`src/rtl/note_highway_scorer.sv`:
```
// note_highway_scorer: captures beat-clocked notes, scrolls them down a highway, and judges strums for score and combo.
// Optional STREAK_MULT_EN scales hit points by a combo-based multiplier (1..4).
module note_highway_scorer #(
  parameter int DEPTH    = 16,
  parameter int HIT_ROWS = 2,
  parameter int POINTS   = 10,
  parameter int SCORE_W  = 16
) (
  input  logic                 CLK,
  input  logic                 RESET,
  input  logic                 beat_clk,
  input  logic [4:0]           note_in,
  input  logic                 scroll_tick,
  input  logic [4:0]           fret,
  input  logic                 strum,
  output logic [5*DEPTH-1:0]   lane_rows,
  output logic [SCORE_W-1:0]   score,
  output logic [7:0]           combo,
  output logic                 hit_pulse,
  output logic                 miss_pulse
);
  localparam int IW = (DEPTH > 1) ? $clog2(DEPTH) : 1;
  logic [1:0]         beat_sync_q;
  logic               beat_prev_q, beat_edge;
  logic [4:0]         note_s1_q, note_s2_q, pend_row_q;
  logic               pend_v_q;
  logic [4:0]         rows_q [DEPTH];
  logic [4:0]         rows_d [DEPTH];
  logic [4:0]         post [DEPTH];
  logic [SCORE_W-1:0] score_q, score_d, pts;
  logic [SCORE_W:0]   sum;
  logic [7:0]         combo_q, combo_d;
  logic               hit_q, miss_q, hit, over, drop, tgt_v;
  logic [IW-1:0]      tgt_idx;
  assign beat_edge = beat_sync_q[1] & ~beat_prev_q;
`ifdef STREAK_MULT_EN
  localparam int PW = SCORE_W + 3;
  logic [2:0]    mult;
  logic [PW-1:0] prod;
  always_comb begin
    mult = (combo_q >= 8'd30) ? 3'd4 : 3'(combo_q / 8'd10) + 3'd1;
    prod = PW'(POINTS) * PW'(mult);
    pts  = (prod > PW'({SCORE_W{1'b1}})) ? '1 : prod[SCORE_W-1:0];
  end
`else
  assign pts = SCORE_W'(POINTS);
`endif
  always_comb begin
    tgt_v   = 1'b0;
    tgt_idx = '0;
    for (int r = DEPTH - HIT_ROWS; r < DEPTH; r++)
      if (rows_q[r] != 5'd0) begin
        tgt_v   = 1'b1;
        tgt_idx = IW'(r);
      end
    hit  = strum && tgt_v && (fret == rows_q[tgt_idx]);
    over = strum && !hit;
    for (int r = 0; r < DEPTH; r++)
      post[r] = (hit && tgt_idx == IW'(r)) ? 5'd0 : rows_q[r];
    // the shift sees post-judge rows, so a note hit this cycle is never also dropped
    drop = scroll_tick && (post[DEPTH-1] != 5'd0);
    rows_d[0] = scroll_tick ? (pend_v_q ? pend_row_q : 5'd0) : post[0];
    for (int r = 1; r < DEPTH; r++)
      rows_d[r] = scroll_tick ? post[r-1] : post[r];
    sum     = {1'b0, score_q} + {1'b0, pts};
    score_d = !hit ? score_q : sum[SCORE_W] ? '1 : sum[SCORE_W-1:0];
    combo_d = (over || drop) ? 8'd0 : !hit ? combo_q : (combo_q == 8'hff) ? combo_q : combo_q + 8'd1;
  end
  always_ff @(posedge CLK or posedge RESET) begin
    if (RESET) begin
      beat_sync_q <= '0;
      beat_prev_q <= 1'b0;
      note_s1_q   <= '0;
      note_s2_q   <= '0;
      pend_row_q  <= '0;
      pend_v_q    <= 1'b0;
      rows_q      <= '{default: 5'd0};
      score_q     <= '0;
      combo_q     <= '0;
      hit_q       <= 1'b0;
      miss_q      <= 1'b0;
    end else begin
      beat_sync_q <= {beat_sync_q[0], beat_clk};
      beat_prev_q <= beat_sync_q[1];
      note_s1_q   <= note_in;
      note_s2_q   <= note_s1_q;
      pend_row_q  <= beat_edge ? note_s2_q : pend_row_q;
      pend_v_q    <= beat_edge | (pend_v_q & ~scroll_tick);
      rows_q      <= rows_d;
      score_q     <= score_d;
      combo_q     <= combo_d;
      hit_q       <= hit;
      miss_q      <= over | drop;
    end
  end
  for (genvar g = 0; g < DEPTH; g++) begin : g_flat
    assign lane_rows[5*g +: 5] = rows_q[g];
  end
  assign score      = score_q;
  assign combo      = combo_q;
  assign hit_pulse  = hit_q;
  assign miss_pulse = miss_q;
endmodule

```
`config.mk`:
```
export PLATFORM = sky130hd
export DESIGN_NAME = note_highway_scorer
export DESIGN_NICKNAME = d
export VERILOG_FILES = /design/src/rtl/note_highway_scorer.sv
export SDC_FILE = /design/constraint.sdc
export NUM_CORES = 1
export LEC_CHECK = 0
export CORE_UTILIZATION = 45
export DETAILED_ROUTE_END_ITERATION = 8
export DONT_BUFFER_PORTS = 1
export PLACE_DENSITY = 0.63
export SYNTH_ARGS = -nofsm -noshare
export SYNTH_HDL_FRONTEND = slang
export SYNTH_SLANG_ARGS = --single-unit
```
`constraint.sdc`:
```
create_clock -name CLK -period 7.1 [get_ports CLK]
set_input_delay 1.065 -clock CLK [delete_from_list [all_inputs] [get_ports CLK]]
set_output_delay 1.065 -clock CLK [all_outputs]
set_load 0.01 [all_outputs]
```
; Yosys cells after proc, flatten, opt, wreduce, memory -nomap -nowiden
; Index checks and enable logic that the tools add are counted.
[classes]
reduce_logical = 28
addsub = 2
n_mux = 44
bitwise = 7
n_eq_ne = 18
order_cmp = 1
[ops]
columns = cell, count
row1 = two-way mux 5 bit, 35
row2 = equality test 4 bit (second input constant), 8
row3 = two-way mux 8 bit, 3
row4 = binary-select mux 5 bit (select 4 bit), 1
row5 = logical AND 1 bit, 20
row6 = adder 16 x 4 -> 17 bit (second input constant), 1
row7 = equality test 4 x 3 -> 1 bit (second input constant), 4
row8 = two-way mux 16 bit, 1
row9 = nonzero test 5 bit, 3
row10 = adder 8 x 1 -> 8 bit (second input constant), 1
row11 = equality test 4 x 2 -> 1 bit (second input constant), 2
row12 = equality test 8 bit (second input constant), 1
row13 = two-way mux 4 bit, 2
row14 = equality test 5 bit, 1
row15 = >= comparator 5 bit (second input constant), 1
row16 = inverter 4 -> 5 bit, 1
row17 = equality test 4 x 1 -> 1 bit (second input constant), 1
row18 = zero test 4 bit, 1
row19 = bitwise AND 1 bit, 2
row20 = two-way mux 1 bit, 2
row21 = inequality test 2 bit (second input constant), 1
row22 = inverter 1 bit, 2
row23 = bitwise OR 1 bit, 2
row24 = AND reduction 2 bit, 1
row25 = other kinds (3), 3
[totals]
input_bits = 15
out_inout_bits = 106
elab_cells = 126
register_bits = 125

; Depth between registers and ports, before layout
[depth]
depth_word = 16
depth_mapped = 10
mapped_depth_nobuf = 8

; Worst setup path before layout
; OpenSTA, ideal clock, no wires.
[synth_path]
path_type = input to register
from = input fret[1]
to = register score_q[12] (netlist: score[12])
setup_ns = 0.128
setup_slack_ns = 4.400
arrival_time_ns = 2.573
path_buffers = 1
required_time_ns = 6.972
stages = 8
cell_sequence = nand2b_1 o221ai_1 nor4_1 nand4_1 nor4b_4 buf_6 nand4_1 mux2_1
[synth_via]
elab_chain_cells = 2
[synth_rtl]
columns = item, line_no
row1 = start: declaration, 14  ; input logic [4:0] fret,
row2 = equality test 5 bit, 56  ; hit = strum && tgt_v && (fret == rows_q[tgt_idx]);
row3 = logical AND 1 bit, 56
row4 = end signal: assignment, 90  ; score_q <= score_d;
row5 = end: declaration, 30  ; logic [SCORE_W-1:0] score_q, score_d, pts;
; Every way passes these cells.
; A chain may end at the register's enable or synchronous reset.

==> PnR_summary.wiki <==
{| class="wikitable"
! Metric !! Value
|-
| Number of global-route vias before repair || 3240
|-
| H-tree levels || 4
|-
| Fin. Hold Viols || 0
|-
| Post-DP HPWL || 6.579 mm
|-
| Post-synth EDFFs || 0
|-
| First-pass GRT wire length || 16.48 mm
|-
| Power Dens Cells || 398.9 nW/um2
|-
| GP Congestion || 0.8864
|-
| Number of buffers added to fix hold violations after cts || 0
|-
| Final setup slack of the worst path || 4.011 ns
|-
| Routed wire length || 9.986 mm
|-
| Category of the worst setup path capture point || flip-flop
|-
| Setup repair after global routing missed its margin || false
|-
| Count of warnings emitted by yosys || 0
|-
| Outcome || finished, final reports clean
|-
| Clk sinks || 125
|-
| DIE AREA || 12910 um2
|-
| VDD IR-drop max || 0.1829 mV
|-
| Most common cell after layout, fill and taps aside || dfrtp_1
|-
| Die boundary height || 113.6 um
|-
| Cell depth of the worst flop-to-flop path || 7
|-
| Cell leakage power || 2.700 nW
|-
| Count of antenna diodes in the layout || 0
|-
| Row Count || 40
|-
| Worst-Skew Late Latency || 0.40 ns
|-
| Layout cell share with drive strength beyond 1 || 27.29%
|-
| Final TNS setup || 0 ns
|-
| Setup slack, reg-to-reg || 4.01 ns
|-
| Total of buffers placed on input and output ports || 0
|-
| Highest achievable clock rate || 0.3237 GHz
|-
| Sequential area share after synthesis || 55.80%
|-
| DP Area || 5296 um2
|-
| Hold Worst Slack || 0.3446 ns
|-
| Class of the tightest hold or removal check || reg2reg
|-
| Routed wire per std cell || 16.84 um
|-
| Crit. Startpoint || lane_rows[71]$_DFF_PP0_
|-
| Synthesized flop and latch total || 125
|-
| Final critical delay including setup and external delays || 3.089 ns
|-
| Iteration count of the initial detailed-routing pass || 4
|-
| Relative area change from synthesis to final layout || 5.781%
|-
| Headroom to the max-slew limit || 38.52%
|-
| Reg-to-Reg Start || lane_rows[71]$_DFF_PP0_
|-
| Synthesized net count || 487
|-
| ANT nets after route || 0
|-
| Max Cap Viol || 0
|-
| Combined global-route utilization of all metal layers || 16.61%
|-
| Gr ovfl total || 0
|-
| Floorplan Core Area || 12060 um2
|-
| Startpoint type of the worst setup path || flip-flop
|-
| Mapped Cells || 470
|-
| I/O pins || 121
|-
| Cell area after layout || 5929 um2
|-
| # placed instances || 561
|-
| Arrival time worst endpoint || 3.33 ns
|-
| Actual slew at the worst max-slew pin || 0.9094 ns
|-
| Total CTS buffers || 17
|-
| Commonest cells after routing, fill and taps aside || 125 x dfrtp_1, 73 x mux2_2, 34 x nand2_1, 20 x inv_1, 19 x a21oi_1
|-
| Number of violations reported at the end of detailed-routing iteration 0 || 241
|-
| Worst-path fanout max || 42
|-
| Terminus of the critical flop-to-flop path || lane_rows[79]$_DFF_PP0_
|-
| Post-CTS setup buffer count || 0
|-
| Antenna violations before repair || 0
|-
| Type of the setup path with the least slack || reg2reg
|-
| Vias/cell || 5.413
|-
| Final-layout fill cell count || 1057
|-
| Portion of the clock cycle consumed by the worst path in the final layout || 43.51%
|-
| Fin Clk Skew || 0.006081 ns
|-
| Post-synthesis cell area || 5605 um2
|-
| Horizontal extent of the die || 113.6 um
|-
| Leading register cell type out of synthesis || dfrtp_1
|-
| Net count of the finished layout || 429
|-
| Max-slew violation total from the final report || 0
|-
| DP Worst Slack || 3.725 ns
|-
| Number of endpoints failing setup at the final stage || 0
|-
| Initial core utilization || 46.47%
|-
| # DRC || 0
|-
| Post-CTS Resized || 0
|-
| CTS tree || done
|-
| Detailed-route via count || 3210
|-
| Final instance count without filler cells || 593
|-
| Number of buffers on the longest clock path || 2
|-
| Mapped Avg Cell Area || 11.93 um2
|-
| Async set-reset flop share out of synthesis || 100.0%
|-
| Largest net degree at the start of global routing || 93
|-
| Post-CTS clock slew at the launch and capture registers of the worst setup and hold paths || 0.06 ns
|-
| Clock root cell || clkbuf_16
|-
| Required time of the worst setup path || 7.34 ns
|-
| Number of unique standard cell types used by synthesis || 47
|-
| End point of the critical path || lane_rows[79]$_DFF_PP0_
|}
kinds of logic (layout without fill, tap and decap cells):
logic type | after synthesis | after routing | synth area share [%]
multiplexers | 79 | 79 | 15.85
buffers and inverters | 100 | 55 | 10.98
AND/OR/NAND/NOR | 103 | 103 | 9.866
flip-flops | 125 | 125 | 55.80
adder cells (fa/ha/maj) | 2 | 2 | 0.4464
AO/OA/AOI/OAI | 61 | 61 | 7.053
layer usage:
layer	track usage (%)	up-vias	share of wire [%]
li1	-	1483	-
met1	21.44	1615	44
met2	24.88	97	48
met3	6.695	15	7.2
met4	6.842	0	1.4
met5	0	-	0
Yosys cell counts (6+ instances only):
library cell  number  share of area (%)
a31oi_1            7               0.78
inv_1             21                1.4
nor2_1            13               0.87
buf_4             60                8.0
nand3_1           16                1.4
a21oi_1           19                1.7
mux2_2            73                 15
nand2_1           34                2.3
dfrtp_1          125                 56
clkbuf_1          12               0.80
nand4_1            7               0.78
buf_2              6               0.54
o21ai_0           12                1.1
power by group:
part | switching (mW) | total [mW] | internal [mW] | leakage [nW]
Combinational | 0.153 | 0.342 | 0.189 | 0.763
Clock | 0.308 | 0.904 | 0.596 | 0.294
Sequential | 0.252 | 1.12 | 0.868 | 1.64
critical path, stage by stage, from the launching register on:
cell	delay, ns
dfrtp_1	0.51
nor4_2	0.37
a2111oi_0	0.18
a2111oi_1	0.39
nor4b_4	0.25
buf_4	0.41
nor2b_1	0.61
o32ai_1	0.20
state kept, by name (all words and copies together), names as in the netlist:
register     cells
note_s1_q        5
beat_prev_q      1
lane_rows       80
combo            8
note_s2_q        5
miss_pulse       1
score           16
hit_pulse        1
pend_v_q         1
pend_row_q       5
beat_sync_q      2
metrics by stage:
step,power [mW],util [%]
after floorplan,1.520,-
after global placement,1.463,43.91
after detailed placement,1.479,43.91
after CTS,2.398,49.16
after global routing,2.488,49.16
final,2.365,49.16
cell type report:
class / instances / area, um2 / share of cell area (%)
Multi-Input combinational cell: 245 / 1862 / 31.40
Tap cell: 168 / 210.2 / 3.545
Clock inverter: 14 / 193.9 / 3.271
Sequential cell: 125 / 3128 / 52.75
Timing Repair Buffer: 2 / 15.01 / 0.2532
Inverter: 21 / 81.33 / 1.372
Clock buffer: 18 / 439.2 / 7.407
how the worst min path moves through the flow:
stage | start | to | slack [ns] | cells past startpoint
5_1_grt | note_s1_q[1]$_DFF_PP0_ | note_s2_q[1]$_DFF_PP0_ | 0.35 | 0
2_1_floorplan | beat_sync_q[0]$_DFF_PP0_ | beat_sync_q[1]$_DFF_PP0_ | 0.33 | 0
6_report | note_s1_q[4]$_DFF_PP0_ | note_s2_q[4]$_DFF_PP0_ | 0.34 | 0
4_1_cts | note_s1_q[1]$_DFF_PP0_ | note_s2_q[1]$_DFF_PP0_ | 0.35 | 0
3_5_place_dp | beat_sync_q[0]$_DFF_PP0_ | beat_sync_q[1]$_DFF_PP0_ | 0.33 | 0
3_3_place_gp | beat_sync_q[0]$_DFF_PP0_ | beat_sync_q[1]$_DFF_PP0_ | 0.33 | 0
Power figures use the tool's default switching activity.
